[src/rtl/sisc_pkg.sv]
// sisc_pkg -- shared constants for the SISC controller.
//   Opcode values (4-bit instruction field [31:28]), ALU operation
//   encodings and the controller state encoding.
package sisc_pkg;

    // Instruction opcodes
    localparam logic [3:0] OP_NOOP   = 4'h0;
    localparam logic [3:0] OP_REG_OP = 4'h1;
    localparam logic [3:0] OP_REG_IM = 4'h2;
    localparam logic [3:0] OP_BNE    = 4'h4;
    localparam logic [3:0] OP_BRA    = 4'h5;
    localparam logic [3:0] OP_LOD    = 4'h8;
    localparam logic [3:0] OP_STR    = 4'h9;
    localparam logic [3:0] OP_HLT    = 4'hF;

    // ALU operation select
    localparam logic [1:0] ALU_RR   = 2'b00;  // register-register
    localparam logic [1:0] ALU_RI   = 2'b01;  // register-immediate
    localparam logic [1:0] ALU_ADDR = 2'b10;  // address add
    localparam logic [1:0] ALU_PASS = 2'b11;  // pass-through

    // Controller states
    typedef enum logic [2:0] {
        ST_START,
        ST_FETCH,
        ST_DECODE,
        ST_EXECUTE,
        ST_MEM,
        ST_WRITEBACK,
        ST_HALT,
        ST_FAULT
    } state_t;

endpackage

[src/rtl/sisc_brcond.sv]
// sisc_brcond -- branch condition evaluation.
//   opcode : latched instruction opcode
//   mm     : latched mode/mask field
//   stat   : live status register {carry, overflow, negative, zero}
//   taken  : 1 when the instruction is a branch whose condition holds
//   BRA is taken when the mask is empty or any masked status bit is set;
//   BNE is taken when no masked status bit is set. Other opcodes never take.
module sisc_brcond
    import sisc_pkg::*;
#(
    parameter int OPC_W = 4,
    parameter int MM_W  = 4
) (
    input  logic [OPC_W-1:0] opcode,
    input  logic [MM_W-1:0]  mm,
    input  logic [MM_W-1:0]  stat,
    output logic             taken
);

    logic [MM_W-1:0] hit;
    logic            any_hit;

    generate
        for (genvar gi = 0; gi < MM_W; gi++) begin : g_hit
            assign hit[gi] = mm[gi] & stat[gi];
        end
    endgenerate

    assign any_hit = |hit;

    always_comb begin
        taken = 1'b0;
        if (opcode == OPC_W'(OP_BRA)) begin
            taken = (mm == '0) || any_hit;
        end else if (opcode == OPC_W'(OP_BNE)) begin
            taken = !any_hit;
        end
    end

endmodule

[src/rtl/sisc_ctrl_p.sv]
// sisc_ctrl_p -- multi-cycle SISC instruction controller.
//   clk, rst_f          : clock, synchronous active-high reset
//   ir_valid / ir_ready : instruction handshake (ready only in FETCH)
//   opcode, mm          : instruction fields, captured on transfer
//   stat                : live status register, used for branch decisions
//   mem_ready           : memory completion
//   mem_req, mem_we     : memory request / write qualifier
//   rf_we, sr_enable    : register-file / status-register write enables
//   wb_sel              : writeback source (0 ALU, 1 memory)
//   pc_write, br_taken  : PC update, branch redirect
//   alu_op              : ALU operation select
//   halted, fault       : terminal state indicators
// Outputs are decoded from the registered state and the captured
// instruction; only br_taken/pc_write in EXECUTE also look at stat.
module sisc_ctrl_p
    import sisc_pkg::*;
#(
    parameter int OPC_W    = 4,
    parameter int MM_W     = 4,
    parameter int STAT_W   = 4,
    parameter int ALU_OP_W = 2,
    parameter int MEM_TMO  = 15
) (
    input  logic                clk,
    input  logic                rst_f,
    input  logic                ir_valid,
    output logic                ir_ready,
    input  logic [OPC_W-1:0]    opcode,
    input  logic [MM_W-1:0]     mm,
    input  logic [STAT_W-1:0]   stat,
    input  logic                mem_ready,
    output logic                mem_req,
    output logic                mem_we,
    output logic                rf_we,
    output logic                sr_enable,
    output logic                wb_sel,
    output logic                pc_write,
    output logic                br_taken,
    output logic [ALU_OP_W-1:0] alu_op,
    output logic                halted,
    output logic                fault
);

    localparam int CNT_W = $clog2(MEM_TMO + 1);

    state_t            state_reg, state_next;
    logic [OPC_W-1:0]  opc_reg;
    logic [MM_W-1:0]   mm_reg;
    logic [CNT_W-1:0]  wait_cnt_reg, wait_cnt_next;
    logic              cond_taken;

    logic is_reg_op, is_reg_im, is_lod, is_str, is_branch;

    assign is_reg_op = (opc_reg == OPC_W'(OP_REG_OP));
    assign is_reg_im = (opc_reg == OPC_W'(OP_REG_IM));
    assign is_lod    = (opc_reg == OPC_W'(OP_LOD));
    assign is_str    = (opc_reg == OPC_W'(OP_STR));
    assign is_branch = (opc_reg == OPC_W'(OP_BRA)) || (opc_reg == OPC_W'(OP_BNE));

    sisc_brcond #(
        .OPC_W (OPC_W),
        .MM_W  (MM_W)
    ) u_brcond (
        .opcode (opc_reg),
        .mm     (mm_reg),
        .stat   (stat),
        .taken  (cond_taken)
    );

    always_ff @(posedge clk) begin
        if (rst_f) begin
            state_reg    <= ST_START;
            opc_reg      <= '0;
            mm_reg       <= '0;
            wait_cnt_reg <= '0;
        end else begin
            state_reg    <= state_next;
            wait_cnt_reg <= wait_cnt_next;
            // ir_ready is exactly "in FETCH", so this is the transfer
            if (state_reg == ST_FETCH && ir_valid) begin
                opc_reg <= opcode;
                mm_reg  <= mm;
            end
        end
    end

    always_comb begin
        state_next    = state_reg;
        wait_cnt_next = '0;          // counter only survives inside MEM
        ir_ready      = 1'b0;
        mem_req       = 1'b0;
        mem_we        = 1'b0;
        rf_we         = 1'b0;
        sr_enable     = 1'b0;
        wb_sel        = 1'b0;
        pc_write      = 1'b0;
        br_taken      = 1'b0;
        alu_op        = ALU_OP_W'(ALU_RR);
        halted        = 1'b0;
        fault         = 1'b0;

        case (state_reg)
            ST_START: begin
                state_next = ST_FETCH;
            end
            ST_FETCH: begin
                ir_ready = 1'b1;
                if (ir_valid) begin
                    state_next = ST_DECODE;
                end
            end
            ST_DECODE: begin
                // first cycle after the transfer: the PC-advance pulse
                pc_write = 1'b1;
                if (opc_reg == OPC_W'(OP_NOOP)) begin
                    state_next = ST_FETCH;
                end else if (opc_reg == OPC_W'(OP_HLT)) begin
                    state_next = ST_HALT;
                end else begin
                    state_next = ST_EXECUTE;
                end
            end
            ST_EXECUTE: begin
                // undefined opcodes fall through with everything idle
                state_next = ST_FETCH;
                if (is_reg_op) begin
                    alu_op     = ALU_OP_W'(ALU_RR);
                    state_next = ST_WRITEBACK;
                end else if (is_reg_im) begin
                    alu_op     = ALU_OP_W'(ALU_RI);
                    state_next = ST_WRITEBACK;
                end else if (is_branch) begin
                    br_taken = cond_taken;
                    pc_write = cond_taken;
                end else if (is_lod || is_str) begin
                    alu_op     = ALU_OP_W'(ALU_ADDR);
                    state_next = ST_MEM;
                end
            end
            ST_MEM: begin
                mem_req = 1'b1;
                mem_we  = is_str;
                // mem_ready is tested first so it wins on the timeout cycle
                if (mem_ready) begin
                    state_next = is_lod ? ST_WRITEBACK : ST_FETCH;
                end else if (wait_cnt_reg == CNT_W'(MEM_TMO - 1)) begin
                    state_next = ST_FAULT;
                end else begin
                    wait_cnt_next = wait_cnt_reg + CNT_W'(1);
                end
            end
            ST_WRITEBACK: begin
                rf_we      = 1'b1;
                wb_sel     = is_lod;
                sr_enable  = is_reg_op || is_reg_im;
                state_next = ST_FETCH;
            end
            ST_HALT: begin
                halted = 1'b1;
            end
            ST_FAULT: begin
                fault = 1'b1;
            end
            default: begin
                state_next = ST_START;
            end
        endcase
    end

endmodule

[config.mk]
export PLATFORM = sky130hd
export DESIGN_NAME = sisc_ctrl_p
export DESIGN_NICKNAME = d
export VERILOG_FILES = /design/src/rtl/sisc_pkg.sv /design/src/rtl/sisc_brcond.sv /design/src/rtl/sisc_ctrl_p.sv
export SDC_FILE = /design/constraint.sdc
export NUM_CORES = 1
export LEC_CHECK = 0
export CAP_MARGIN = 40
export CORE_MARGIN = 1.5
export CORE_UTILIZATION = 48
export DETAILED_ROUTE_END_ITERATION = 8
export GPL_TIMING_DRIVEN = 0
export PLACE_DENSITY = 0.92
export SLEW_MARGIN = 20
export SYNTH_ARGS = -nofsm -noshare
export SYNTH_HDL_FRONTEND = slang
export SYNTH_SLANG_ARGS = --single-unit
[constraint.sdc]
create_clock -name clk -period 4.1 [get_ports clk]
set_clock_uncertainty 0.2 [all_clocks]
set_input_delay 0.615 -clock clk [delete_from_list [all_inputs] [get_ports clk]]
set_output_delay 0.615 -clock clk [all_outputs]
set_load 0.01 [all_outputs]
==> impl_metrics.tcl, run 1 <==
set metrics [dict create \
    numCtsBuffers 3 \
    syn_to_final_growth_pct 37.36 \
    die_area_um2 2101 \
    hold_viol_final 0 \
    clk_path_buf_depth 2 \
    finalPower_mw 0.3747 \
    yosys-top-cells-count "20 x nor2_1, 15 x dfxtp_1, 8 x mux2i_1" \
    netlist_instances 108 \
    timing.final.crit_share_pct 75.67 \
    synth_top_flop_cell "dfxtp_1" \
    synth_xor_area_share_pct 3.977 \
    ir_drop_uv 199.2 \
    pre_cts_ws_ns 1.042 \
    grt_pass1_vias 804 \
    p_leak_nw 0.4499 \
    grt_pass1_wl_um 3318 \
    clkLatencyLatePin_ns 0.30 \
    diodes 0 \
    worstMarginPinSlew_ns 0.4687 \
    layout_setup_ws_ns 0.9976 \
    antenna_found_initial 0 \
    cts.root.buffer_cell "clkbuf_4" \
    cts_resized 0 \
    port_buffers 27 \
    power-per-cell-area_nw_per_um2 309.7 \
    synth.mux.area_fraction_pct 9.091 \
    syn_avg_cell_area_um2 8.156 \
    cp-endpoint "pc_write" \
    setup_viol 0 \
    status "completed" \
    tns_ns 0 \
    synthSimpleGateAreaFrac_pct 30.54 \
    syn_area_um2 880.8 \
    netlist.area_leader.share_pct 34.09 \
    synth_edf_count 0 \
    cap_viol_max_count 0 \
    start_util_pct 51.01 \
    drtPass1Iterations 4 \
    required_ns 3.28 \
    core-area_um2 1727 \
    cts_hold_buf 0 \
    final_core_util_pct 70.07 \
    path_class "register to primary output" \
    hold_ws_ns 0.2705 \
    rsz0062_at_grt "no" \
    crit_arrival_ns 2.29 \
    ant_nets 0 \
    yosysMostFrequentCell "nor2_1" \
    ys_warn_count 0 \
    clock_sinks 15 \
    worstSetupStartpoint "opc_reg[1]" \
    fmax_mhz 322.3 \
    synth_compound_area_share_pct 12.93 \
    dieWidth_um 45.84 \
    cts_htree_levels 1 \
    vias 883 \
    min_period_ns 3.102 \
    fillCellCount 144 \
    dp_hpwl_um 1661 \
    place_congestion 0.8884 \
    grt_overflow_total 0 \
    min_path_type "register to register" \
    r2r-end "opc_reg[2]" \
    syn_nets 126 \
    io_pins 28 \
    ys_types 37 \
    grt_max_degree 11 \
    fp.dieH_um 45.84 \
    viasPerCell 5.384 \
    synth_area_leader_cell "dfxtp_1" \
    slew_viol_final 0 \
    grt.total_usage_pct 22.29 \
    clk_pin_slew_worst_paths_ns 0.10 \
    post_drt_wl_per_cell_um 13.13 \
    path_max_fanout 9 \
    cts_tree "done" \
    nets 158 \
    synth_seq_area_share_pct 34.09 \
    rr_worst_depth 6 \
    max_slew_margin_pct 68.75 \
    synth_top_family_by_area "simple AND/OR/NAND/NOR gates" \
    cts_setup_buffers 0 \
    ys_async_sr_fraction_pct 0 \
    timing.rr.start "state_reg[2]" \
    endpoint_kind "primary output" \
    synth-adder-area-share_pct 2.841 \
    first_iter_violations 29 \
    drive_gt1_share_pct 8.633 \
    ys_ff_latch 15 \
    start_kind "register" \
    drc_errors 0 \
    r2r_slack_ns 2.35 \
    wl_um 2154 \
    rows 15 \
    synth_area_leaders "dfxtp_1 34%, mux2i_1 9.1%, nor2_1 8.5%" \
]
[power by group]
group          internal (mW)  total [mW]  switching [mW]
combinational         0.0616       0.123          0.0617
sequential             0.157       0.163         0.00658
clock                 0.0364      0.0882          0.0517
[cell usage in the layout (no fill, tap or decap), types with 2 or more instances in the layout]
cell type / netlist / layout
a21oi_1: 5 / 5
a22oi_1: 2 / 2
buf_4: 3 / 3
clkbuf_1: 4 / 4
clkbuf_4: 0 / 3
clkdlybuf4s50_1: 0 / 27
dfxtp_1: 15 / 15
ha_1: 2 / 2
inv_1: 4 / 4
mux2i_1: 8 / 8
nand2_1: 6 / 6
nand2b_1: 3 / 3
nand3_1: 3 / 3
nand4_1: 2 / 2
nor2_1: 20 / 20
nor3_1: 3 / 3
nor3b_2: 3 / 3
o21ai_0: 2 / 2
xnor2_1: 2 / 2
xor2_1: 2 / 2
[worst max-delay path, stage by stage (launching register included)]
cell and delay (ns):
dfxtp_1 0.31, clkbuf_1 0.21, or4b_1 0.59, nor3b_2 0.22
a21o_1 0.12, clkdlybuf4s50_1 0.54
[how the worst min path moves through the flow]
stage	from	end	slack (ns)	cells past startpoint
6_report	wait_cnt_reg[0]	wait_cnt_reg[0]	0.27	1
5_1_grt	wait_cnt_reg[0]	wait_cnt_reg[0]	0.30	1
4_1_cts	wait_cnt_reg[0]	wait_cnt_reg[0]	0.28	1
3_5_place_dp	wait_cnt_reg[0]	wait_cnt_reg[0]	0.26	1
3_3_place_gp	wait_cnt_reg[0]	wait_cnt_reg[0]	0.24	1
2_1_floorplan	wait_cnt_reg[0]	wait_cnt_reg[0]	0.23	1
[cell families after synthesis]
logic type,count (synthesis)
compound gates,17
xor+xnor,4
fa+ha+maj,2
buf+inv,12
flops,15
mux,8
simple gates,50
[stage by stage]
step	area, um^2	instances
6_report	1210	164
4_1_cts	1210	164
3_5_place_dp	1182	160
3_3_place_gp	1182	160
2_1_floorplan	880.8	108
5_1_grt	1210	164
[final cells by class]
type | count | area (um^2) | share of cell area, %
plain buffers | 8 | 42.54 | 3.516
clock buffers | 3 | 22.52 | 1.861
clock inverters | 1 | 5.005 | 0.4137
inverters | 4 | 15.01 | 1.241
multi-input cells | 81 | 523.0 | 43.23
flip-flops and latches | 15 | 300.3 | 24.82
well taps | 25 | 31.28 | 2.585
repair buffers | 27 | 270.3 | 22.34
[metal layers]
layer  GRT usage (%)  routed length, um  vias to the layer above
met4           10.86                 54                        0
met5               0                  0                        -
met1           23.98                917                      408
met2           41.41               1078                       31
met3           3.571                103                        7
li1                -                  -                      437
Power figures use the tool's default switching activity.
==> inputs of run 2 (changes only) <==
Settings changed: CORE_UTILIZATION 48 to 40, PLACE_DENSITY 0.92 to 0.83.
Clock period 4.1 ns to 2.5 ns, I/O delays scaled along.
==> run 2 against run 1 <==
- die area rose by 19%
- utilization down 8.7 points
- register-to-register slack worse by 1.6 ns
- clock power rose by 59%
- via count decreased by 2.3%
- largest power group unchanged
- highest routed layer unchanged
==> impl_metrics.tcl, run 2 (synthesis gave the netlist of run 1 again) <==
set metrics [dict create \
    status "completed" \
    io_pins 28 \
    timing.final.crit_share_pct 95.25 \
    path_max_fanout 6 \
    hold_viol_final 0 \
    core-area_um2 2022 \
    ant_nets 0 \
    grt_pass1_wl_um 3318 \
    p_switching_mw 0.1939 \
    first_iter_violations 12 \
    path_class "register to primary output" \
    post_drt_wl_per_cell_um 12.37 \
    cp_cell_sequence "buf_6 > and2b_1 > or4b_4 > nor3b_2 > a21o_1 > buf_2" \
    syn_to_final_growth_pct 40.91 \
    grt.total_usage_pct 17.78 \
    drc_errors 0 \
    max_slew_margin_pct 70.20 \
    fp.dieH_um 49.93 \
    endpoint_kind "primary output" \
    worstMarginPinSlew_ns 0.4470 \
    grt_max_degree 11 \
    viasPerCell 5.168 \
    p_sw_share_pct 30.80 \
    cap_viol_max_count 0 \
    grt_pass1_vias 790 \
    grt_overflow_total 0 \
    cts_tree "done" \
    clock_sinks 15 \
    diodes 0 \
    cts.root.buffer_cell "clkbuf_4" \
    pwr-share-seq_pct 44.0 \
    critical_path_buf_inv_count 2 \
    slowest_stage "or4b_4" \
    start_kind "register" \
    fmax_mhz 420.0 \
    setup_viol 0 \
    wl_um 2065 \
    place_congestion 0.8798 \
    final_area_um2 1241 \
    cts_htree_levels 1 \
    finalPower_mw 0.6294 \
    drive_gt1_share_pct 14.29 \
    p_int_mw 0.4355 \
    clock_power_share_pct 22.2 \
    ir_drop_uv 340.0 \
    vias 863 \
    numCtsBuffers 3 \
    final_common_cell "clkdlybuf4s50_1" \
    power-per-cell-area_nw_per_um2 507.1 \
    dieWidth_um 49.93 \
    clk_pin_slew_worst_paths_ns 0.08 \
    final_cell_mix "23 x clkdlybuf4s50_1, 20 x nor2_1, 12 x dfxtp_1" \
    crit_arrival_ns 1.81 \
    slew_viol_final 0 \
    cpPeakStageDelay_ns 0.47 \
    start_util_pct 43.56 \
    min_path_type "register to register" \
    pwr-share-comb_pct 33.8 \
    antenna_found_initial 0 \
    min_period_ns 2.381 \
    rows 16 \
    rsz0062_at_grt "no" \
    clkLatencyLatePin_ns 0.29 \
    clk_path_buf_depth 2 \
    drtPass1Iterations 4 \
    final_core_util_pct 61.39 \
    placed_cell_area_um2 1185 \
    nets 159 \
    crit_family "simple AND/OR/NAND/NOR gates" \
    port_buffers 27 \
    die_area_um2 2493 \
    required_ns 1.92 \
    p_leak_nw 0.4902 \
    fillCellCount 178 \
    dp_hpwl_um 1553 \
]
run 2: cell count changes in the layout (fill, tap and decap cells not counted), sizes merged:
cell,change
dlygate4sd2,+1
buf,+3
clkdlybuf4s50,-4
clkbuf,+1
dlymetal6s2s,+1
clkinv,-1
run 2: final cells by class:
type	count	area [um^2]	area share, %
sequential	15	304.0	24.50
clock buffer	4	26.28	2.117
multi-input combinational	81	533.0	42.94
tap	27	33.78	2.722
inverter	4	15.01	1.210
timing repair buffer	30	284.0	22.88
buffer	6	45.04	3.629
run 2: layer usage:
| layer | global-route usage [%] | vias up | share of wire (%) |
|---|---|---|---|
| met3 | 3.030 | 5 | 4.8 |
| li1 | - | 439 | - |
| met5 | 0 | - | 0 |
| met1 | 21.60 | 394 | 46 |
| met4 | 11.11 | 0 | 2.9 |
| met2 | 28.89 | 25 | 47 |
run 2: per-stage QoR:
step | TNS [ns] | cells | hold WS [ns] | worst slack [ns]
3_5_place_dp | -0.04629 | 162 | 0.2651 | -0.04629
6_report | 0 | 167 | 0.2781 | 0.1189
4_1_cts | 0 | 166 | 0.2849 | 0.01291
3_3_place_gp | -0.01551 | 162 | 0.2433 | -0.01551
5_1_grt | 0 | 167 | 0.3096 | 0.02066
2_1_floorplan | 0 | 108 | 0.2297 | 0.4591
run 2: path summary, 6_finish.rpt:
kind | to | slack (ns) | cells past startpoint | start
worst max-delay path | pc_write | 0.12 | 6 | state_reg[0]
worst min-delay path | wait_cnt_reg[0] | 0.28 | 1 | wait_cnt_reg[0]
worst max register to register | mm_reg[1] | 0.76 | 6 | state_reg[2]
worst min register to register | wait_cnt_reg[0] | 0.28 | 1 | wait_cnt_reg[0]
run 2: worst register-to-register path: cells and delay by family (launching register included):
family | cells | cell delay, ns
and+or+nand+nor | 3 | 0.52
buffers and inverters | 2 | 0.37
DFF | 1 | 0.33
muxes | 1 | 0.21
run 2: repair_timing:
item                                    4_1_cts  5_1_grt
pin swaps                                     1        1
resized for setup                             7       10
buffers inserted                              0        3
endpoints found under the setup margin        3        4
hold buffers                                  0        0
run 2: power by group through the flow:
stage | Sequential (mW) | Clock [mW] | Combinational [mW]
floorplan | 0.270 | 0 | 0.134
global placement | 0.273 | 0 | 0.194
detailed placement | 0.273 | 0 | 0.197
CTS | 0.268 | 0.145 | 0.200
global route | 0.280 | 0.162 | 0.232
finish | 0.277 | 0.140 | 0.213
==> inputs of run 3 (changes only) <==
Settings changed: ABC_CLOCK_PERIOD_IN_PS set to 2500, CORE_MARGIN 1.5 to unset.
==> run 3 against run 2 <==
- clock-buffer cell count unchanged
- critical endpoint is now sr_enable
- die area decreased by 4.0%
- highest routed layer unchanged
- sequential power about the same
- largest power group unchanged
- combinational power increased by 11%
==> impl_metrics.tcl, run 3 (synthesis gave the netlist of run 1 again) <==
set metrics [dict create \
    whs_path_depth 1 \
    dp_hpwl_um 1617 \
    worstMarginPinSlew_ns 0.4641 \
    fp.dieH_um 48.93 \
    port_buffers 27 \
    numCtsBuffers 3 \
    ant_nets 0 \
    final_cell_mix "25 x clkdlybuf4s50_1, 20 x nor2_1, 12 x dfxtp_1" \
    grt_max_degree 11 \
    post_drt_wl_per_cell_um 13.11 \
    diodes 0 \
    io_pins 28 \
    clock_power_share_pct 21.5 \
    setup_viol 0 \
    hold_viol_final 0 \
    pwr-share-seq_pct 42.4 \
    endpoint_kind "primary output" \
    rows 16 \
    core-area_um2 2022 \
    grt_pass1_wl_um 3691 \
    nets 163 \
    wl_um 2242 \
    vias 916 \
    required_ns 1.92 \
    stdcell_count 171 \
    dp.cells 162 \
    timing.final.crit_share_pct 97.29 \
    drtPass1Iterations 5 \
    die_area_um2 2394 \
    r2r-end "opc_reg[0]" \
    start_util_pct 43.56 \
    timing.rr.start "state_reg[0]" \
    p_leak_nw 0.4926 \
    min_period_ns 2.432 \
    final_common_cell "clkdlybuf4s50_1" \
    syn_to_final_growth_pct 46.59 \
    path_class "register to primary output" \
    min_path_type "register to register" \
    clock_sinks 15 \
    clk_path_buf_depth 2 \
    fmax_mhz 411.1 \
    cp-endpoint "sr_enable" \
    viasPerCell 5.357 \
    clkLatencyLatePin_ns 0.28 \
    drive_gt1_share_pct 18.06 \
    antenna_found_initial 0 \
    multi_input_area_um2 548.0 \
    p_switching_mw 0.2063 \
    cts.root.buffer_cell "clkbuf_4" \
    status "completed" \
    hold_ws_ns 0.2720 \
    p_sw_share_pct 31.41 \
    place_congestion 0.8656 \
    ir_drop_uv 376.3 \
    crit_arrival_ns 1.86 \
    max_slew_margin_pct 69.06 \
    seqCellArea_um2 304.0 \
    slew_viol_final 0 \
    power-per-cell-area_nw_per_um2 508.5 \
    dieWidth_um 48.93 \
    start_kind "register" \
    pwr-share-comb_pct 36.1 \
    r2r_slack_ns 0.72 \
    grt_overflow_total 0 \
    cts_htree_levels 1 \
    cts_tree "done" \
    tns_ns 0 \
    pre_cts_ws_ns -0.05617 \
    clk_pin_slew_worst_paths_ns 0.09 \
    layout_setup_ws_ns 0.06777 \
    fillCellCount 176 \
    p_int_mw 0.4503 \
    cap_viol_max_count 0 \
    rr_worst_depth 7 \
    grt_pass1_vias 856 \
    grt.total_usage_pct 19.74 \
    first_iter_violations 22 \
    worstSetupStartpoint "state_reg[1]" \
    drc_errors 0 \
    path_max_fanout 7 \
]
-- run 3: routing by layer --
metal | share of wire (%) | routed length, um | vias to the layer above | track usage [%]
met2 | 49 | 1109 | 27 | 33.10
met5 | 0 | 0 | - | 0
li1 | - | - | 447 | -
met1 | 46 | 1027 | 436 | 24.33
met3 | 2.9 | 65 | 6 | 2.181
met4 | 1.8 | 40 | 0 | 11.27
-- run 3: cell type report --
class | count | share of cell area (%)
clock buffers | 4 | 2.035
multi-input cells | 81 | 42.44
flip-flops and latches | 15 | 23.55
inverters | 4 | 1.163
repair buffers | 34 | 24.61
plain buffers | 6 | 3.585
well taps | 27 | 2.616
-- run 3: how the worst min path moves through the flow --
stage / endpoint / start / slack, ns
finish: wait_cnt_reg[0] / wait_cnt_reg[0] / 0.27
floorplan: wait_cnt_reg[0] / wait_cnt_reg[0] / 0.23
CTS: wait_cnt_reg[0] / wait_cnt_reg[0] / 0.28
detailed placement: wait_cnt_reg[0] / wait_cnt_reg[0] / 0.26
global placement: wait_cnt_reg[0] / wait_cnt_reg[0] / 0.24
global route: wait_cnt_reg[0] / wait_cnt_reg[0] / 0.30
-- run 3: power by group through the flow --
stage                     clock network, mW  registers, mW  logic, mW
final                                 0.141          0.278      0.237
after floorplan                           0          0.270      0.134
after global placement                    0          0.273      0.194
after detailed placement                  0          0.274      0.199
after global routing                  0.157          0.281      0.256
after CTS                             0.145          0.272      0.202
-- run 3: through the flow --
step	instance area [um^2]	power, mW	util [%]
after floorplan	880.8	0.4044	-
after global placement	1185	0.4669	58.60
after detailed placement	1185	0.4729	58.60
after CTS	1220	0.6199	60.33
after global routing	1291	0.6940	63.86
final	1291	0.6566	63.86
-- run 3: what timing repair did --
action	in CTS	in global routing
buffers inserted	1	6
hold buffers	0	0
hold endpoints to repair	0	0
gates cloned	0	0
pin swaps	1	2
setup endpoints to repair	2	5
gates resized for setup	6	13
-- run 3: critical path, cell delays in order (launching register included) --
cell and delay, ns:
dfxtp_2 0.33, buf_6 0.13, inv_1 0.13, nand3_1 0.17
nor4_2 0.25, clkdlybuf4s50_1 0.58
